File: src/rtl/apical_gain_modulator_pkg.sv
// Shared Q14 fixed-point constants for the apical gain path (also used by layer1_minimal).
package apical_gain_modulator_pkg;

  localparam int Q_WIDTH  = 18;
  localparam int Q_FRAC   = 14;
  localparam int ONE      = 16384;
  localparam int HALF     = 8192;
  localparam int GAIN_1_5 = 24576;
  localparam int Q_MAX    = (2 ** (Q_WIDTH - 1)) - 1;
  localparam int Q_MIN    = -(2 ** (Q_WIDTH - 1));

endpackage

File: src/rtl/q14_mult_sat.sv
// Two-stage signed multiply / arithmetic shift / saturate pipeline: the product is
// registered here, and the shifted, saturated word is meant to be registered by the consumer.
module q14_mult_sat
  import apical_gain_modulator_pkg::*;
#(
  parameter int WIDTH = Q_WIDTH,
  parameter int FRAC  = Q_FRAC,
  parameter int TAG_W = 2
) (
  input  logic                    clk,
  input  logic                    rst,
  input  logic                    in_valid,
  input  logic [TAG_W-1:0]        in_tag,
  input  logic signed [WIDTH-1:0] a,
  input  logic signed [WIDTH-1:0] b,
  output logic                    out_valid,
  output logic [TAG_W-1:0]        out_tag,
  output logic signed [WIDTH-1:0] result
);

  localparam logic signed [2*WIDTH-1:0] SAT_MAX = {{(WIDTH+1){1'b0}}, {(WIDTH-1){1'b1}}};
  localparam logic signed [2*WIDTH-1:0] SAT_MIN = {{(WIDTH+1){1'b1}}, {(WIDTH-1){1'b0}}};

  logic signed [2*WIDTH-1:0] a_ext;
  logic signed [2*WIDTH-1:0] b_ext;
  logic signed [2*WIDTH-1:0] prod_q;
  logic signed [2*WIDTH-1:0] shifted;

  assign a_ext = {{WIDTH{a[WIDTH-1]}}, a};
  assign b_ext = {{WIDTH{b[WIDTH-1]}}, b};

  always_ff @(posedge clk) begin
    if (rst) begin
      prod_q    <= '0;
      out_valid <= 1'b0;
      out_tag   <= '0;
    end else begin
      prod_q    <= a_ext * b_ext;
      out_valid <= in_valid;
      out_tag   <= in_tag;
    end
  end

  // Arithmetic shift floors toward -inf before clamping into the WIDTH-bit range.
  assign shifted = prod_q >>> FRAC;

  always_comb begin
    result = shifted[WIDTH-1:0];
    if (shifted > SAT_MAX) begin
      result = SAT_MAX[WIDTH-1:0];
    end else if (shifted < SAT_MIN) begin
      result = SAT_MIN[WIDTH-1:0];
    end
  end

endmodule

File: src/rtl/apical_gain_modulator.sv
// Gates NUM_CH basal drives by the clamped apical gain on one shared multiplier and commits atomically.
// Optional BAC-burst detection is built when APICAL_BURST_EN is defined.
module apical_gain_modulator
  import apical_gain_modulator_pkg::*;
#(
  parameter int WIDTH          = Q_WIDTH,
  parameter int FRAC           = Q_FRAC,
  parameter int NUM_CH         = 4,
  parameter int BURST_GAIN_TH  = 20480,
  parameter int BURST_DRIVE_TH = ONE
) (
  input  logic                      clk,
  input  logic                      rst,
  input  logic                      clk_en,
  input  logic signed [WIDTH-1:0]   apical_gain,
  input  logic [NUM_CH*WIDTH-1:0]   basal_in,
  output logic [NUM_CH*WIDTH-1:0]   modulated_out,
  output logic                      out_valid,
  output logic                      busy,
  output logic                      overrun,
  output logic [NUM_CH-1:0]         burst_flag
);

  localparam int CW = (NUM_CH > 1) ? $clog2(NUM_CH) : 1;

  localparam logic [2:0] IDLE    = 3'd0;
  localparam logic [2:0] CAPTURE = 3'd1;
  localparam logic [2:0] MAC     = 3'd2;
  localparam logic [2:0] DRAIN   = 3'd3;
  localparam logic [2:0] COMMIT  = 3'd4;

  localparam logic signed [WIDTH-1:0] GAIN_LO = WIDTH'(HALF);
  localparam logic signed [WIDTH-1:0] GAIN_HI = WIDTH'(GAIN_1_5);

  logic [2:0]                state;
  logic [CW-1:0]             cnt;
  logic                      drain_cnt;
  logic signed [WIDTH-1:0]   gain_q;
  logic signed [WIDTH-1:0]   gain_clamped;
  logic signed [WIDTH-1:0]   mac_b;
  logic [NUM_CH*WIDTH-1:0]   snap_q;
  logic [NUM_CH*WIDTH-1:0]   shadow_q;
  logic [NUM_CH*WIDTH-1:0]   mod_q;
  logic                      overrun_q;
  logic                      mul_valid;
  logic [CW-1:0]             mul_tag;
  logic signed [WIDTH-1:0]   mul_result;
  logic                      commit_now;

  always_comb begin
    gain_clamped = apical_gain;
    if (apical_gain < GAIN_LO) begin
      gain_clamped = GAIN_LO;
    end else if (apical_gain > GAIN_HI) begin
      gain_clamped = GAIN_HI;
    end
  end

  assign mac_b      = snap_q[int'(cnt)*WIDTH +: WIDTH];
  assign commit_now = (state == DRAIN) && drain_cnt;

  q14_mult_sat #(
    .WIDTH (WIDTH),
    .FRAC  (FRAC),
    .TAG_W (CW)
  ) u_mult (
    .clk       (clk),
    .rst       (rst),
    .in_valid  (state == MAC),
    .in_tag    (cnt),
    .a         (gain_q),
    .b         (mac_b),
    .out_valid (mul_valid),
    .out_tag   (mul_tag),
    .result    (mul_result)
  );

  // Outputs are loaded on the edge into COMMIT so they are visible during the out_valid cycle.
  always_ff @(posedge clk) begin
    if (rst) begin
      state     <= IDLE;
      cnt       <= '0;
      drain_cnt <= 1'b0;
      gain_q    <= '0;
      snap_q    <= '0;
      shadow_q  <= '0;
      mod_q     <= '0;
      overrun_q <= 1'b0;
    end else begin
      if (clk_en && (state != IDLE)) begin
        overrun_q <= 1'b1;
      end
      if (mul_valid) begin
        shadow_q[int'(mul_tag)*WIDTH +: WIDTH] <= mul_result;
      end
      case (state)
        IDLE: begin
          if (clk_en) state <= CAPTURE;
        end
        CAPTURE: begin
          gain_q <= gain_clamped;
          snap_q <= basal_in;
          cnt    <= '0;
          state  <= MAC;
        end
        MAC: begin
          if (cnt == CW'(NUM_CH - 1)) begin
            drain_cnt <= 1'b0;
            state     <= DRAIN;
          end else begin
            cnt <= cnt + 1'b1;
          end
        end
        DRAIN: begin
          if (drain_cnt) begin
            mod_q <= shadow_q;
            state <= COMMIT;
          end else begin
            drain_cnt <= 1'b1;
          end
        end
        COMMIT:  state <= IDLE;
        default: state <= IDLE;
      endcase
    end
  end

  assign modulated_out = mod_q;
  assign out_valid     = (state == COMMIT);
  assign busy          = (state != IDLE);
  assign overrun       = overrun_q;

`ifdef APICAL_BURST_EN
  localparam logic signed [WIDTH-1:0] GAIN_TH  = WIDTH'(BURST_GAIN_TH);
  localparam logic signed [WIDTH-1:0] DRIVE_TH = WIDTH'(BURST_DRIVE_TH);

  logic [NUM_CH-1:0] burst_shadow_q;
  logic [NUM_CH-1:0] burst_q;

  always_ff @(posedge clk) begin
    if (rst) begin
      burst_shadow_q <= '0;
      burst_q        <= '0;
    end else begin
      if (mul_valid) begin
        burst_shadow_q[mul_tag] <= (gain_q >= GAIN_TH) && (mul_result >= DRIVE_TH);
      end
      if (commit_now) begin
        burst_q <= burst_shadow_q;
      end
    end
  end

  assign burst_flag = burst_q;
`else
  logic unused_burst_cfg;
  assign unused_burst_cfg = ^{32'(BURST_GAIN_TH), 32'(BURST_DRIVE_TH), commit_now};
  assign burst_flag = '0;
`endif

endmodule

File: config.mk
export PLATFORM = sky130hd
export DESIGN_NAME = apical_gain_modulator
export DESIGN_NICKNAME = d
export VERILOG_FILES = /design/src/rtl/apical_gain_modulator_pkg.sv /design/src/rtl/q14_mult_sat.sv /design/src/rtl/apical_gain_modulator.sv
export SDC_FILE = /design/constraint.sdc
export NUM_CORES = 1
export LEC_CHECK = 0
export BUFFER_PORTS_ARGS = -buffer_cell sky130_fd_sc_hd__buf_2
export CORE_UTILIZATION = 30
export CTS_CLUSTER_DIAMETER = 50
export DETAILED_ROUTE_END_ITERATION = 8
export GPL_ROUTABILITY_DRIVEN = 0
export PLACE_DENSITY = 0.49
export SYNTH_ARGS = -nofsm -noshare
export SYNTH_HDL_FRONTEND = slang
export SYNTH_SLANG_ARGS = --single-unit
File: constraint.sdc
create_clock -name clk -period 13.9 [get_ports clk]
set_clock_uncertainty 0.2 [all_clocks]
set_input_delay 2.78 -clock clk [delete_from_list [all_inputs] [get_ports clk]]
set_output_delay 2.78 -clock clk [all_outputs]
set_load 0.01 [all_outputs]
Yosys cells after proc, flatten, opt, wreduce, memory -nomap -nowiden
Index checks and enable logic that the tools add are counted.
- register bits after elaboration: 280
- bits in latches: 0
- memory bits (writable): 0
- bits in read-only memories: 0
- bits of input ports: 93
- output and inout port bits: 79
- word-level logic and storage cells: 54
- memories: 0
- $add $sub $neg: 2
- multipliers: 3
- div/mod/pow operators: 0
- $lt $le $gt $ge: 4
- equality and inequality tests: 9
- shifts and indexed selects: 3
- muxes and demuxes: 13
- bitwise operators: 0
- reduce and logical (&&, ||, !) cells: 9
- operators by type and width (kind ; count):
    bitwise mux 72 bit ; 1
    2-to-1 mux 18 bit ; 4
    variable shift 18 x 33 -> 72 bit, first input constant ; 1
    indexed part select 18 x 33 -> 72 bit ; 1
    indexed part select 72 x 8 -> 18 bit ; 1
    multiplier 18 x 18 -> 36 bit ; 1
    negator 7 -> 33 bit ; 1
    greater-than comparator 22 x 18 -> 1 bit, second input constant ; 1
    < comparator 22 x 18 -> 1 bit, second input constant ; 1
    greater-than comparator 18 x 16 -> 1 bit, second input constant ; 1
    < comparator 18 x 15 -> 1 bit, second input constant ; 1
    multiplier 2 x 4 -> 6 bit, second input constant ; 2
    case mux 3 bit (4 select lines) ; 1
    2-to-1 mux 3 bit ; 3
    inequality test 2 bit, second input constant ; 4
    == test 3 x 2 -> 1 bit, second input constant ; 2
    AND reduction 2 bit ; 3
    case mux 2 bit (2 select lines) ; 1
    nonzero test 2 bit ; 2
    == test 3 x 1 -> 1 bit, second input constant ; 1
    == test 3 bit, second input constant ; 1
    zero test 3 bit ; 1
    AND reduction 3 bit ; 1
    nonzero test 3 bit ; 1
    6 further kinds ; 6

Depth between registers and ports, before layout
Gate-level depths: netlist of the first run.
- depth after elaboration: 5
- depth in mapped cells: 27

Cells and area by module
From an unflattened synthesis of the first run, not the netlist that was laid out.
- cells, all modules: 2533
- area total of the unflattened synthesis: 22602.9 um^2
- modules (own cells, without submodules) (module ; times used ; cells an instance ; area each (um^2)):
    q14_mult_sat ; 1 ; 1394 ; 12634.6
    apical_gain_modulator ; 1 ; 1139 ; 9968.3

Worst setup path before layout of the first run
OpenSTA, ideal clock, no wires.
- path kind: reg2reg
- from: register cnt[0]
- to: register u_mult.prod_q[32]
- setup time: 0.123 ns
- arrival time: 7.429 ns
- setup slack: 6.147 ns
- cell stages (with the launch flop): 24
- buffers on the path: 5
- period minus slack after synthesis: 7.753 ns
- path through: dfxtp_1 > buf_6 > clkbuf_1 > clkbuf_1 > mux2_2 > o21ai_1 > clkbuf_1 > nor2_1 > fa_1 > fa_1 > fa_1 > fa_1 > fa_1 > inv_1 > fa_1 > inv_1 > ha_1 > clkbuf_1 > a21o_1 > a311o_1 > a211oi_1 > o31ai_1 > a21oi_1 > mux2_1
- longest elaborated chain between the ends: 3
- ends and longest elaborated chain (what ; line ; RTL):
    from (decl) ; apical_gain_modulator.sv:36 ; logic [CW-1:0] cnt;
    from (signal assigned) ; apical_gain_modulator.sv:111 ; cnt <= cnt + 1'b1;
    multiplier 2 x 4 -> 6 bit ; apical_gain_modulator.sv:59 ; assign mac_b = snap_q[int'(cnt)*WIDTH +: WIDTH];
    indexed part select 72 x 8 -> 18 bit ; apical_gain_modulator.sv:59 ;
    multiplier 18 x 18 -> 36 bit ; q14_mult_sat.sv:38 ; prod_q <= a_ext * b_ext;
    to (signal assigned) ; q14_mult_sat.sv:38 ;
    to (decl) ; q14_mult_sat.sv:26 ; logic signed [2*WIDTH-1:0] prod_q;
Every way passes these cells.
A chain may end at the register's enable or synchronous reset.

Worst setup path after layout of the first run
- from: register cnt[0]
- to: register u_mult.prod_q[35]
Same word-level chain as after synthesis.

==> results of run 1 <==
-- registers in the layout, indices dropped and copies added, names as in the netlist --
name	cells
overrun	1
gain_q	18
cnt	2
u_mult.prod_q	22
u_mult.out_tag	2
shadow_q	72
snap_q	72
state	3
u_mult.out_valid	1
modulated_out	72
drain_cnt	1
-- kinds of logic after synthesis --
| group | share of synthesized area |
|---|---|
| compound gates | 0.108 |
| xor+xnor | 0.00972 |
| fa+ha+maj | 0.344 |
| buf+inv | 0.0912 |
| flops | 0.236 |
| mux | 0.0319 |
| other cells | 0.000166 |
| simple gates | 0.179 |
-- layout make-up --
type                    instances  area share
well taps                     969      0.0479
flip-flops and latches        266       0.210
diodes                          1   0.0000989
clock inverters                16     0.00712
repair buffers                188      0.0396
inverters                     379      0.0562
clock buffers                  48      0.0390
multi-input cells            1788       0.600
-- per-layer routing --
layer,global-route usage,vias to the layer above,part of all wire
li1,-,8282,-
met1,0.220,8826,0.45
met2,0.290,426,0.48
met3,0.0254,99,0.051
met4,0.0488,0,0.026
met5,0,-,0
-- worst paths after layout --
check,startpoint,to,cells past startpoint
max,cnt[0],u_mult.prod_q[35],21
min reg2reg,shadow_q[52],modulated_out[52],2
min,shadow_q[52],modulated_out[52],2
max reg2reg,cnt[0],u_mult.prod_q[35],21
-- worst register-to-register path, stage by stage (launching register included) --
cell and delay (ps):
sky130_fd_sc_hd__dfxtp_1 330, sky130_fd_sc_hd__buf_4 370, sky130_fd_sc_hd__mux4_2 820, sky130_fd_sc_hd__and2_1 340, sky130_fd_sc_hd__fa_1 530, sky130_fd_sc_hd__inv_1 150, sky130_fd_sc_hd__fa_1 680, sky130_fd_sc_hd__inv_1 230
sky130_fd_sc_hd__fa_1 610, sky130_fd_sc_hd__fa_1 440, sky130_fd_sc_hd__fa_1 550, sky130_fd_sc_hd__inv_1 60, sky130_fd_sc_hd__fa_1 530, sky130_fd_sc_hd__inv_1 40, sky130_fd_sc_hd__ha_1 430, sky130_fd_sc_hd__a21oi_1 250
sky130_fd_sc_hd__o21a_1 170, sky130_fd_sc_hd__o221ai_1 110, sky130_fd_sc_hd__and2_1 190, sky130_fd_sc_hd__a311o_1 380, sky130_fd_sc_hd__nor4_2 260, sky130_fd_sc_hd__a211o_1 130
-- per-stage QoR --
stage          cells  hold WS [ps]  total power (W)
6_report        3655           250          0.00210
4_1_cts         3654           253          0.00213
3_5_place_dp    3590           245          0.00122
5_1_grt         3654           271          0.00221
2_1_floorplan   2594           229          0.00109
3_3_place_gp    3590           242          0.00122
-- layout by cell type, fill, tap and decap left out, types with 5 or more instances in the layout --
master / n
sky130_fd_sc_hd__a211oi_1: 8
sky130_fd_sc_hd__a21o_1: 13
sky130_fd_sc_hd__a21oi_1: 202
sky130_fd_sc_hd__a221oi_1: 7
sky130_fd_sc_hd__a22oi_1: 51
sky130_fd_sc_hd__a31oi_1: 11
sky130_fd_sc_hd__and2_1: 157
sky130_fd_sc_hd__and3_1: 10
sky130_fd_sc_hd__and4_1: 5
sky130_fd_sc_hd__buf_2: 166
sky130_fd_sc_hd__buf_4: 21
sky130_fd_sc_hd__clkbuf_1: 8
sky130_fd_sc_hd__clkbuf_16: 36
sky130_fd_sc_hd__clkbuf_8: 5
sky130_fd_sc_hd__dfxtp_1: 266
sky130_fd_sc_hd__fa_1: 328
sky130_fd_sc_hd__ha_1: 94
sky130_fd_sc_hd__inv_1: 379
sky130_fd_sc_hd__mux2i_1: 11
sky130_fd_sc_hd__mux4_2: 24
sky130_fd_sc_hd__nand2_1: 486
sky130_fd_sc_hd__nand3_1: 13
sky130_fd_sc_hd__nand4_1: 14
sky130_fd_sc_hd__nor2_1: 147
sky130_fd_sc_hd__nor2b_1: 9
sky130_fd_sc_hd__nor3_1: 15
sky130_fd_sc_hd__nor3b_1: 7
sky130_fd_sc_hd__nor4_1: 9
sky130_fd_sc_hd__o21a_1: 8
sky130_fd_sc_hd__o21ai_0: 50
sky130_fd_sc_hd__o21bai_1: 6
sky130_fd_sc_hd__or2_2: 8
sky130_fd_sc_hd__or3_1: 6
sky130_fd_sc_hd__xnor2_1: 18
sky130_fd_sc_hd__xor2_1: 7
-- power breakdown --
| part | leakage [nW] | total (W) | switching (W) | internal (W) |
|---|---|---|---|---|
| Combinational | 8.49 | 0.000374 | 0.000249 | 0.000125 |
| Sequential | 2.15 | 0.000828 | 0.0000331 | 0.000795 |
| Clock | 0.554 | 0.000897 | 0.000370 | 0.000527 |
| Total | 11.2 | 0.00210 | 0.000652 | 0.00145 |
==> impl_metrics.xml, run 1 <==
<?xml version="1.0" encoding="UTF-8"?>
<metrics>
  <group name="global_routing">
    <metric name="largest_net_degree_at_the_start_of_global_routing" unit="">90</metric>
    <metric name="grt_remaining_overflow" unit="">0</metric>
    <metric name="grt_use_total" unit="">0.169</metric>
    <metric name="antenna_found_initial" unit="">1</metric>
    <metric name="first_global_vias" unit="">19160</metric>
    <metric name="grt_pass1_wl" unit="um">104000</metric>
  </group>
  <group name="synth">
    <metric name="syn-mean-instance-area" unit="sq um">8.69</metric>
    <metric name="ys_warn_count" unit="">0</metric>
    <metric name="synth.top_cell.area_share" unit="">0.292</metric>
    <metric name="synth_edf_count" unit="">0</metric>
    <metric name="synth-seq-area-share" unit="">0.236</metric>
    <metric name="synth_cells" unit="">2591</metric>
    <metric name="number_of_flip_flops_and_latches_in_the_synthesized_netlist" unit="">266</metric>
    <metric name="cell_area_after_synthesis" unit="sq um">22500</metric>
    <metric name="yosys-top-cells-area" unit="">sky130_fd_sc_hd__fa_1 29%, sky130_fd_sc_hd__dfxtp_1 24%, sky130_fd_sc_hd__nand2_1 8.1%, sky130_fd_sc_hd__inv_1 6.3%, sky130_fd_sc_hd__ha_1 5.2%</metric>
    <metric name="synth.top_cells.by_count" unit="">486 x sky130_fd_sc_hd__nand2_1, 379 x sky130_fd_sc_hd__inv_1, 328 x sky130_fd_sc_hd__fa_1, 266 x sky130_fd_sc_hd__dfxtp_1, 202 x sky130_fd_sc_hd__a21oi_1</metric>
    <metric name="synth_top_area_cell" unit="">sky130_fd_sc_hd__fa_1</metric>
    <metric name="postSynth.asyncResetShare" unit="">0</metric>
    <metric name="count_of_cell_types_in_the_netlist" unit="">71</metric>
    <metric name="synth-main-ff-cell" unit="">sky130_fd_sc_hd__dfxtp_1</metric>
    <metric name="synth_most_common_cell" unit="">sky130_fd_sc_hd__nand2_1</metric>
  </group>
  <group name="timing">
    <metric name="achievable-frequency" unit="GHz">0.127</metric>
    <metric name="layout_worst_path_cycle_share" unit="">0.565</metric>
    <metric name="slew_violations" unit="">0</metric>
    <metric name="tightest_pin_transition" unit="ps">1140</metric>
    <metric name="fin_tns_setup" unit="ps">0</metric>
    <metric name="final_critical_path_setup_slack" unit="ps">6050</metric>
    <metric name="fin_crit" unit="ps">7850</metric>
    <metric name="relSlewSlack" unit="">0.235</metric>
    <metric name="rsz0062_at_grt" unit="">false</metric>
    <metric name="finalSetupViolations" unit="">0</metric>
    <metric name="report.final.hold_viol_count" unit="">0</metric>
  </group>
  <group name="clock_network">
    <metric name="cts_tree" unit="">yes</metric>
    <metric name="clkTransAtPathRegs" unit="ps">60</metric>
    <metric name="cts-htree-levels" unit="">2</metric>
    <metric name="post-cts-setup-buffer-count" unit="">0</metric>
    <metric name="clock-root-buffer" unit="">sky130_fd_sc_hd__clkbuf_16</metric>
    <metric name="worstSkewPairLatency" unit="ps">550</metric>
    <metric name="cts_resized" unit="">0</metric>
    <metric name="cts-root-to-sink-buffers" unit="">3</metric>
    <metric name="cts_hold_buf" unit="">0</metric>
    <metric name="sinks_on_clock_net" unit="">266</metric>
    <metric name="cts_buffers" unit="">36</metric>
  </group>
  <group name="worst_setup_path">
    <metric name="criticalPathCategory" unit="">reg -&gt; reg</metric>
    <metric name="critical_path.cell_chain" unit="">buf_4 -&gt; mux4_2 -&gt; and2_1 -&gt; fa_1 -&gt; inv_1 -&gt; fa_1 -&gt; inv_1 -&gt; fa_1 -&gt; fa_1 -&gt; fa_1 -&gt; inv_1 -&gt; fa_1 -&gt; inv_1 -&gt; ha_1 -&gt; a21oi_1 -&gt; o21a_1 -&gt; o221ai_1 -&gt; and2_1 -&gt; a311o_1 -&gt; nor4_2 -&gt; a211o_1</metric>
    <metric name="critPathLaunchType" unit="">flip-flop</metric>
    <metric name="timing.critical_path.mode_cell" unit="">sky130_fd_sc_hd__fa_1</metric>
    <metric name="cp_slowest_stage_delay" unit="ps">800</metric>
    <metric name="worst-r2r-setup-slack" unit="ps">6050</metric>
    <metric name="crit_path_max_fanout" unit="">23</metric>
    <metric name="critPathTopFamily" unit="">adder cells</metric>
    <metric name="worstSetupEndpointType" unit="">flip-flop</metric>
    <metric name="worst_ep_arrival_time" unit="ps">8150</metric>
    <metric name="wp_buf_inv" unit="">5</metric>
    <metric name="worst_ep_required_time" unit="ps">14200</metric>
    <metric name="critPathSlowestCell" unit="">sky130_fd_sc_hd__mux4_2</metric>
  </group>
  <group name="power">
    <metric name="peakVddDrop" unit="mV">0.0670</metric>
    <metric name="p_leak" unit="nW">11.2</metric>
    <metric name="power_per_cell_area" unit="nW/um^2">83.0</metric>
  </group>
  <group name="final_layout">
    <metric name="design_area" unit="sq um">25300</metric>
    <metric name="num-fill-cells" unit="">7848</metric>
    <metric name="synthToLayoutAreaGrowth" unit="%">12.3</metric>
    <metric name="regArea" unit="sq um">5330</metric>
    <metric name="post_route_cells_drive_above_1_share" unit="">0.109</metric>
    <metric name="layout.nets" unit="">3174</metric>
    <metric name="multi_input_area" unit="sq um">15200</metric>
    <metric name="fin_util" unit="">0.340</metric>
  </group>
  <group name="detailed_routing">
    <metric name="drt-vias-per-instance" unit="">4.82</metric>
    <metric name="drt-total-wl" unit="um">63300</metric>
    <metric name="vias" unit="">17633</metric>
    <metric name="ant_nets" unit="">0</metric>
    <metric name="remaining_drc_errors" unit="">0</metric>
    <metric name="drtIter0Drc" unit="">954</metric>
    <metric name="routed_wire_length_per_instance" unit="um">17.3</metric>
    <metric name="drtPass1Iterations" unit="">5</metric>
  </group>
  <group name="placement">
    <metric name="dp_hpwl" unit="um">49600</metric>
    <metric name="detailed_place.area" unit="sq um">24100</metric>
    <metric name="buffer_ports.inserted" unit="">167</metric>
    <metric name="dpl_worst_slack" unit="ps">6030</metric>
  </group>
  <group name="run_status">
    <metric name="outcome" unit="">complete, no violations</metric>
  </group>
  <group name="min_path">
    <metric name="hold_path.class" unit="">reg -&gt; reg</metric>
  </group>
  <group name="floorplan">
    <metric name="row_count" unit="">100</metric>
    <metric name="initial_core_utilization" unit="">0.303</metric>
    <metric name="pin_count" unit="">172</metric>
    <metric name="die_width" unit="um">276</metric>
    <metric name="design.die.area" unit="sq um">76200</metric>
    <metric name="core_area" unit="sq um">74300</metric>
    <metric name="fp.dieH" unit="um">276</metric>
  </group>
  <group name="run">
    <metric name="count_of_maximum_capacitance_violations" unit="">0</metric>
  </group>
</metrics>
Note: power is estimated with default switching activity, not from simulation.
==> run 2: changes to the inputs <==
- PLACE_DENSITY: 0.49 -> 0.5
- clock period: 13.9 -> 6.55 ns (I/O delays scaled with it)
==> impl_metrics.xml, run 2 (synthesis results as in run 1) <==
<?xml version="1.0" encoding="UTF-8"?>
<metrics>
  <group name="worst_setup_path">
    <metric name="critPathLaunchType" unit="">flip-flop</metric>
    <metric name="crit_path_max_fanout" unit="">7</metric>
    <metric name="worst_ep_arrival_time" unit="ps">7030</metric>
    <metric name="critPathSlowestCell" unit="">sky130_fd_sc_hd__mux4_2</metric>
    <metric name="worst_r2r_path_depth" unit="">21</metric>
    <metric name="worst_ep_required_time" unit="ps">6800</metric>
    <metric name="critical_path.cell_chain" unit="">buf_12 -&gt; mux4_2 -&gt; buf_12 -&gt; and2_1 -&gt; fa_1 -&gt; inv_2 -&gt; fa_1 -&gt; inv_2 -&gt; fa_1 -&gt; fa_1 -&gt; fa_1 -&gt; inv_1 -&gt; fa_1 -&gt; inv_2 -&gt; ha_4 -&gt; and4_4 -&gt; a221o_1 -&gt; a211oi_4 -&gt; o31ai_4 -&gt; a21oi_2 -&gt; mux2_4</metric>
    <metric name="worstSetupEndpointType" unit="">flip-flop</metric>
    <metric name="timing.critical_path.mode_cell" unit="">sky130_fd_sc_hd__fa_1</metric>
    <metric name="r2r_start" unit="">cnt[0]</metric>
    <metric name="cp_slowest_stage_delay" unit="ps">610</metric>
    <metric name="worstSetupStartpoint" unit="">cnt[0]</metric>
    <metric name="worst_setup_path_endpoint" unit="">u_mult.prod_q[32]</metric>
    <metric name="criticalPathCategory" unit="">reg -&gt; reg</metric>
    <metric name="rr_endpoint" unit="">u_mult.prod_q[32]</metric>
    <metric name="worst-r2r-setup-slack" unit="ps">-230</metric>
  </group>
  <group name="floorplan">
    <metric name="fp.dieH" unit="um">276</metric>
    <metric name="initial_core_utilization" unit="">0.303</metric>
    <metric name="row_count" unit="">100</metric>
    <metric name="core_area" unit="sq um">74300</metric>
    <metric name="design.die.area" unit="sq um">76200</metric>
    <metric name="die_width" unit="um">276</metric>
    <metric name="pin_count" unit="">172</metric>
  </group>
  <group name="final_layout">
    <metric name="design_area" unit="sq um">28100</metric>
    <metric name="synthToLayoutAreaGrowth" unit="%">24.9</metric>
    <metric name="mostFrequentLayoutCells" unit="">480 x sky130_fd_sc_hd__nand2_1, 357 x sky130_fd_sc_hd__inv_1, 317 x sky130_fd_sc_hd__fa_1</metric>
    <metric name="mostFrequentLayoutCell" unit="">sky130_fd_sc_hd__nand2_1</metric>
    <metric name="layout.nets" unit="">3367</metric>
    <metric name="regArea" unit="sq um">5330</metric>
    <metric name="num_antenna_cells" unit="">0</metric>
    <metric name="multi_input_area" unit="sq um">16000</metric>
    <metric name="post_route_cells_drive_above_1_share" unit="">0.215</metric>
    <metric name="num-fill-cells" unit="">7693</metric>
  </group>
  <group name="timing">
    <metric name="relSlewSlack" unit="">0.211</metric>
    <metric name="tightest_pin_transition" unit="ps">1170</metric>
    <metric name="layout_worst_path_cycle_share" unit="">1.04</metric>
    <metric name="slew_violations" unit="">0</metric>
    <metric name="rsz0062_at_grt" unit="">true</metric>
    <metric name="fin_crit" unit="ps">6780</metric>
    <metric name="achievable-frequency" unit="GHz">0.147</metric>
    <metric name="finalSetupViolations" unit="">16</metric>
    <metric name="final_critical_path_setup_slack" unit="ps">-230</metric>
    <metric name="fin_tns_setup" unit="ps">-1800</metric>
    <metric name="report.final.hold_viol_count" unit="">0</metric>
  </group>
  <group name="placement">
    <metric name="detailed_place.area" unit="sq um">25600</metric>
    <metric name="dp_hpwl" unit="um">50400</metric>
    <metric name="buffer_ports.inserted" unit="">167</metric>
  </group>
  <group name="min_path">
    <metric name="hold_path.class" unit="">reg -&gt; reg</metric>
  </group>
  <group name="clock_network">
    <metric name="cts-root-to-sink-buffers" unit="">3</metric>
    <metric name="cts_tree" unit="">yes</metric>
    <metric name="worstSkewPairLatency" unit="ps">580</metric>
    <metric name="cts_buffers" unit="">40</metric>
    <metric name="clkTransAtPathRegs" unit="ps">60</metric>
    <metric name="clock-root-buffer" unit="">sky130_fd_sc_hd__clkbuf_16</metric>
    <metric name="sinks_on_clock_net" unit="">266</metric>
    <metric name="cts-htree-levels" unit="">2</metric>
  </group>
  <group name="detailed_routing">
    <metric name="routed_wire_length_per_instance" unit="um">17.6</metric>
    <metric name="drtPass1Iterations" unit="">8</metric>
    <metric name="drtIter0Drc" unit="">1253</metric>
    <metric name="drt-vias-per-instance" unit="">4.85</metric>
    <metric name="vias" unit="">18695</metric>
    <metric name="ant_nets" unit="">0</metric>
    <metric name="drt-total-wl" unit="um">67800</metric>
    <metric name="remaining_drc_errors" unit="">0</metric>
  </group>
  <group name="global_routing">
    <metric name="antenna_found_initial" unit="">5</metric>
    <metric name="largest_net_degree_at_the_start_of_global_routing" unit="">89</metric>
    <metric name="grt_pass1_wl" unit="um">106000</metric>
    <metric name="grt_use_total" unit="">0.172</metric>
    <metric name="grt_remaining_overflow" unit="">0</metric>
    <metric name="first_global_vias" unit="">19778</metric>
  </group>
  <group name="run_status">
    <metric name="violations" unit="">setup timing</metric>
    <metric name="outcome" unit="">complete, but fails checks</metric>
  </group>
  <group name="power">
    <metric name="p_leak" unit="nW">12.4</metric>
    <metric name="power_per_cell_area" unit="nW/um^2">178</metric>
    <metric name="peakVddDrop" unit="mV">0.191</metric>
  </group>
  <group name="run">
    <metric name="count_of_maximum_capacitance_violations" unit="">0</metric>
  </group>
</metrics>
-- run 2: power by group --
group,total [W],switching [W],internal [W]
clock,0.00221,0.000858,0.00135
combinational,0.00102,0.000602,0.000421
sequential,0.00177,0.0000782,0.00169
-- run 2: through the flow --
stage | worst slack, ps | power, W | std cells | hold WS [ps] | util
after floorplan | -15.1 | 0.00235 | 2594 | 229 | -
after global placement | -328 | 0.00268 | 3735 | 237 | 0.344
after detailed placement | -360 | 0.00269 | 3735 | 244 | 0.344
after CTS | -261 | 0.00496 | 3824 | 251 | 0.367
after global routing | -380 | 0.00522 | 3852 | 269 | 0.379
final | -230 | 0.00500 | 3852 | 249 | 0.379
-- run 2: cell type report --
class / count / share of cell area
Multi-Input combinational cell: 1793 / 0.568
Sequential cell: 266 / 0.189
Timing Repair Buffer: 372 / 0.0993
Inverter: 379 / 0.0509
Tap cell: 969 / 0.0431
Clock buffer: 48 / 0.0381
Clock inverter: 25 / 0.0113
-- run 2: worst min path at each step --
| stage | slack [ps] | cells after the start | to | startpoint |
|---|---|---|---|---|
| finish | 250 | 2 | modulated_out[7] | modulated_out[7] |
| CTS | 250 | 2 | modulated_out[45] | modulated_out[45] |
| detailed placement | 240 | 2 | modulated_out[45] | modulated_out[45] |
| global route | 270 | 2 | modulated_out[70] | modulated_out[70] |
| floorplan | 230 | 2 | modulated_out[11] | shadow_q[11] |
| global placement | 240 | 2 | modulated_out[3] | shadow_q[3] |
-- run 2: critical path, delay by kind of cell (launching register included) --
family	cells	cell delay, ps
adder cells (fa/ha/maj)	7	3340
AO/OA/AOI/OAI	4	940
multiplexers	2	920
buffers and inverters	6	530
flip-flops	1	400
AND/OR/NAND/NOR	2	320
-- run 2: what timing repair did --
action | 4_1_cts | 5_1_grt
buffers inserted | 14 | 22
cloned | 3 | 6
endpoints found under the hold margin | 0 | 0
hold buffers | 0 | 0
resized for setup | 22 | 109
pin swaps | 6 | 69
setup endpoints to repair | 14 | 19
-- run 2: routing by layer --
metal | track usage | up-vias | part of all wire
met1 | 0.230 | 9416 | 0.44
met4 | 0.0440 | 2 | 0.020
met3 | 0.0211 | 85 | 0.060
met2 | 0.294 | 491 | 0.48
met5 | 0 | - | 0.00015
li1 | - | 8701 | -
==> run 3: changes to the inputs <==
- PLACE_DENSITY: 0.5 -> 0.49
- RECOVER_POWER: default -> 25
- clock period: 6.55 -> 6.8 ns (I/O delays scaled with it)
==> impl_metrics.xml, run 3 (synthesis results as in run 1) <==
<?xml version="1.0" encoding="UTF-8"?>
<metrics>
  <group name="worst_setup_path">
    <metric name="worst_ep_arrival_time" unit="ps">7060</metric>
    <metric name="critPathTopFamily" unit="">adder cells</metric>
    <metric name="crit_path_max_fanout" unit="">7</metric>
    <metric name="cp_slowest_stage_delay" unit="ps">600</metric>
    <metric name="worst_r2r_path_depth" unit="">23</metric>
    <metric name="critPathSlowestCell" unit="">sky130_fd_sc_hd__mux4_2</metric>
    <metric name="timing.critical_path.mode_cell" unit="">sky130_fd_sc_hd__fa_1</metric>
    <metric name="critical_path.cell_chain" unit="">buf_12 -&gt; buf_8 -&gt; mux4_2 -&gt; buf_12 -&gt; clkbuf_16 -&gt; nand2_4 -&gt; fa_1 -&gt; fa_1 -&gt; fa_1 -&gt; fa_1 -&gt; inv_1 -&gt; fa_1 -&gt; inv_1 -&gt; fa_1 -&gt; inv_1 -&gt; ha_1 -&gt; buf_4 -&gt; and4_4 -&gt; a221o_1 -&gt; a211oi_4 -&gt; o31ai_4 -&gt; a21oi_2 -&gt; mux2_4</metric>
    <metric name="crit_path_depth" unit="">23</metric>
    <metric name="wp_buf_inv" unit="">8</metric>
    <metric name="criticalPathCategory" unit="">reg -&gt; reg</metric>
    <metric name="rr_endpoint" unit="">u_mult.prod_q[32]</metric>
    <metric name="worstSetupStartpoint" unit="">cnt[0]</metric>
    <metric name="worst-r2r-setup-slack" unit="ps">-30</metric>
    <metric name="worst_ep_required_time" unit="ps">7040</metric>
    <metric name="critPathLaunchType" unit="">flip-flop</metric>
    <metric name="r2r_start" unit="">cnt[0]</metric>
    <metric name="worstSetupEndpointType" unit="">flip-flop</metric>
  </group>
  <group name="clock_network">
    <metric name="clock-root-buffer" unit="">sky130_fd_sc_hd__clkbuf_16</metric>
    <metric name="cts-root-to-sink-buffers" unit="">3</metric>
    <metric name="cts_buffers" unit="">38</metric>
    <metric name="cts-htree-levels" unit="">2</metric>
    <metric name="clkTransAtPathRegs" unit="ps">50</metric>
    <metric name="cts_tree" unit="">yes</metric>
    <metric name="sinks_on_clock_net" unit="">266</metric>
    <metric name="worstSkewPairLatency" unit="ps">560</metric>
  </group>
  <group name="min_path">
    <metric name="whs_endpoint" unit="">snap_q[63]</metric>
    <metric name="hold_path_startpoint" unit="">snap_q[63]</metric>
    <metric name="hold_path.class" unit="">reg -&gt; reg</metric>
    <metric name="worstHoldPathCells" unit="">2</metric>
  </group>
  <group name="final_layout">
    <metric name="design_area" unit="sq um">27700</metric>
    <metric name="fin_cells" unit="">3835</metric>
    <metric name="post_route_cells_drive_above_1_share" unit="">0.206</metric>
    <metric name="mostFrequentLayoutCells" unit="">482 x sky130_fd_sc_hd__nand2_1, 361 x sky130_fd_sc_hd__inv_1, 313 x sky130_fd_sc_hd__fa_1</metric>
    <metric name="layout.nets" unit="">3352</metric>
    <metric name="mostFrequentLayoutCell" unit="">sky130_fd_sc_hd__nand2_1</metric>
    <metric name="synthToLayoutAreaGrowth" unit="%">23.2</metric>
    <metric name="num-fill-cells" unit="">7630</metric>
  </group>
  <group name="power">
    <metric name="p_leak" unit="nW">12.3</metric>
    <metric name="share_comb_of_total_power" unit="">0.203</metric>
    <metric name="p_clk_frac" unit="">0.435</metric>
    <metric name="internal_power" unit="W">0.00327</metric>
    <metric name="p_sw" unit="W">0.00142</metric>
    <metric name="share_seq_of_total_power" unit="">0.362</metric>
    <metric name="switching_share" unit="">0.303</metric>
    <metric name="p_total" unit="W">0.00469</metric>
    <metric name="power_per_cell_area" unit="nW/um^2">169</metric>
    <metric name="peakVddDrop" unit="mV">0.184</metric>
  </group>
  <group name="global_routing">
    <metric name="largest_net_degree_at_the_start_of_global_routing" unit="">96</metric>
    <metric name="grt_use_total" unit="">0.179</metric>
    <metric name="grt_remaining_overflow" unit="">0</metric>
    <metric name="antenna_found_initial" unit="">3</metric>
    <metric name="first_global_vias" unit="">19848</metric>
    <metric name="grt_pass1_wl" unit="um">109000</metric>
  </group>
  <group name="floorplan">
    <metric name="core_area" unit="sq um">74300</metric>
    <metric name="row_count" unit="">100</metric>
    <metric name="design.die.area" unit="sq um">76200</metric>
    <metric name="pin_count" unit="">172</metric>
    <metric name="initial_core_utilization" unit="">0.303</metric>
    <metric name="die_width" unit="um">276</metric>
    <metric name="fp.dieH" unit="um">276</metric>
  </group>
  <group name="placement">
    <metric name="detailed_place.area" unit="sq um">25300</metric>
    <metric name="place_inst" unit="">3731</metric>
    <metric name="buffer_ports.inserted" unit="">167</metric>
    <metric name="dp_hpwl" unit="um">51700</metric>
    <metric name="dpl_worst_slack" unit="ps">-296</metric>
  </group>
  <group name="detailed_routing">
    <metric name="drtPass1Iterations" unit="">7</metric>
    <metric name="vias" unit="">18826</metric>
    <metric name="drtIter0Drc" unit="">1150</metric>
    <metric name="drt-total-wl" unit="um">68800</metric>
    <metric name="drt-vias-per-instance" unit="">4.91</metric>
    <metric name="remaining_drc_errors" unit="">0</metric>
    <metric name="ant_nets" unit="">0</metric>
    <metric name="routed_wire_length_per_instance" unit="um">17.9</metric>
  </group>
  <group name="timing">
    <metric name="finalSetupViolations" unit="">1</metric>
    <metric name="tightest_pin_transition" unit="ps">1180</metric>
    <metric name="final_critical_path_setup_slack" unit="ps">-25.4</metric>
    <metric name="layout_worst_path_cycle_share" unit="">1.00</metric>
    <metric name="achievable-frequency" unit="GHz">0.147</metric>
    <metric name="report.final.hold_viol_count" unit="">0</metric>
    <metric name="slew_violations" unit="">0</metric>
    <metric name="rsz0062_at_grt" unit="">true</metric>
    <metric name="fin_crit" unit="ps">6830</metric>
    <metric name="fin_tns_setup" unit="ps">-25.4</metric>
    <metric name="relSlewSlack" unit="">0.208</metric>
  </group>
  <group name="run_status">
    <metric name="outcome" unit="">complete, but fails checks</metric>
    <metric name="violations" unit="">setup timing</metric>
  </group>
  <group name="run">
    <metric name="count_of_maximum_capacitance_violations" unit="">0</metric>
  </group>
</metrics>
run 3: cell count changes in the layout (fill, tap and decap cells not counted), sizes merged:
cell	previous run	this run
buf	368	356
inv	385	382
clkbuf	52	50
clkinvlp	5	3
diode	0	1
mux4	29	30
run 3: repair_timing:
| action | in CTS | in global routing |
|---|---|---|
| gates resized for setup | 60 | 87 |
| cloned | 5 | 2 |
| pin swaps | 42 | 45 |
| setup endpoints to repair | 14 | 18 |
| hold buffers | 0 | 0 |
| setup buffers | 16 | 12 |
run 3: worst reg2reg max path, stage by stage, from the launching register on:
cell                        delay, ps
sky130_fd_sc_hd__dfxtp_2          350
sky130_fd_sc_hd__buf_12           130
sky130_fd_sc_hd__buf_8            120
sky130_fd_sc_hd__mux4_2           600
sky130_fd_sc_hd__buf_12           180
sky130_fd_sc_hd__clkbuf_16        160
sky130_fd_sc_hd__nand2_4           70
sky130_fd_sc_hd__fa_1             410
sky130_fd_sc_hd__fa_1             480
sky130_fd_sc_hd__fa_1             460
sky130_fd_sc_hd__fa_1             510
sky130_fd_sc_hd__inv_1             60
sky130_fd_sc_hd__fa_1             530
sky130_fd_sc_hd__inv_1             50
sky130_fd_sc_hd__fa_1             430
sky130_fd_sc_hd__inv_1             80
sky130_fd_sc_hd__ha_1             270
sky130_fd_sc_hd__buf_4            160
sky130_fd_sc_hd__and4_4           180
sky130_fd_sc_hd__a221o_1          400
sky130_fd_sc_hd__a211oi_4         280
sky130_fd_sc_hd__o31ai_4          130
sky130_fd_sc_hd__a21oi_2          160
sky130_fd_sc_hd__mux2_4           310
run 3: how the worst max path moves through the flow:
| stage | to |
|---|---|
| 2_1_floorplan | u_mult.prod_q[32] |
| 3_3_place_gp | u_mult.prod_q[33] |
| 3_5_place_dp | u_mult.prod_q[33] |
| 4_1_cts | u_mult.prod_q[32] |
| 5_1_grt | u_mult.prod_q[35] |
| 6_report | u_mult.prod_q[32] |
run 3: area by class of cell:
cell class / instances / area [sq um] / area share
Antenna cell: 1 / 2.50 / 0.0000902
Clock buffer: 48 / 1060 / 0.0382
Clock inverter: 20 / 262 / 0.00943
Inverter: 379 / 1430 / 0.0516
Multi-Input combinational cell: 1794 / 15900 / 0.575
Sequential cell: 266 / 5330 / 0.192
Tap cell: 969 / 1210 / 0.0437
Timing Repair Buffer: 358 / 2510 / 0.0905
run 3: routing by layer:
layer  GRT usage  routed length, um  share of wire
met4      0.0497               1690          0.025
met1       0.238              30700           0.45
met2       0.304              32600           0.47
met5           0                  0              0
met3      0.0258               3780          0.055
run 3: per-stage QoR:
stage | utilization | hold slack [ps]
floorplan | - | 229
global placement | 0.341 | 242
detailed placement | 0.341 | 245
CTS | 0.366 | 252
global route | 0.373 | 266
finish | 0.373 | 253
run 3: power by group through the flow:
stage / sequential, W / clock (W) / combinational, W
after detailed placement: 0.00171 / 0 / 0.000863
after floorplan: 0.00168 / 0 / 0.000562
after global routing: 0.00170 / 0.00216 / 0.00105
final: 0.00170 / 0.00204 / 0.000954
after CTS: 0.00169 / 0.00210 / 0.000914
after global placement: 0.00171 / 0 / 0.000854
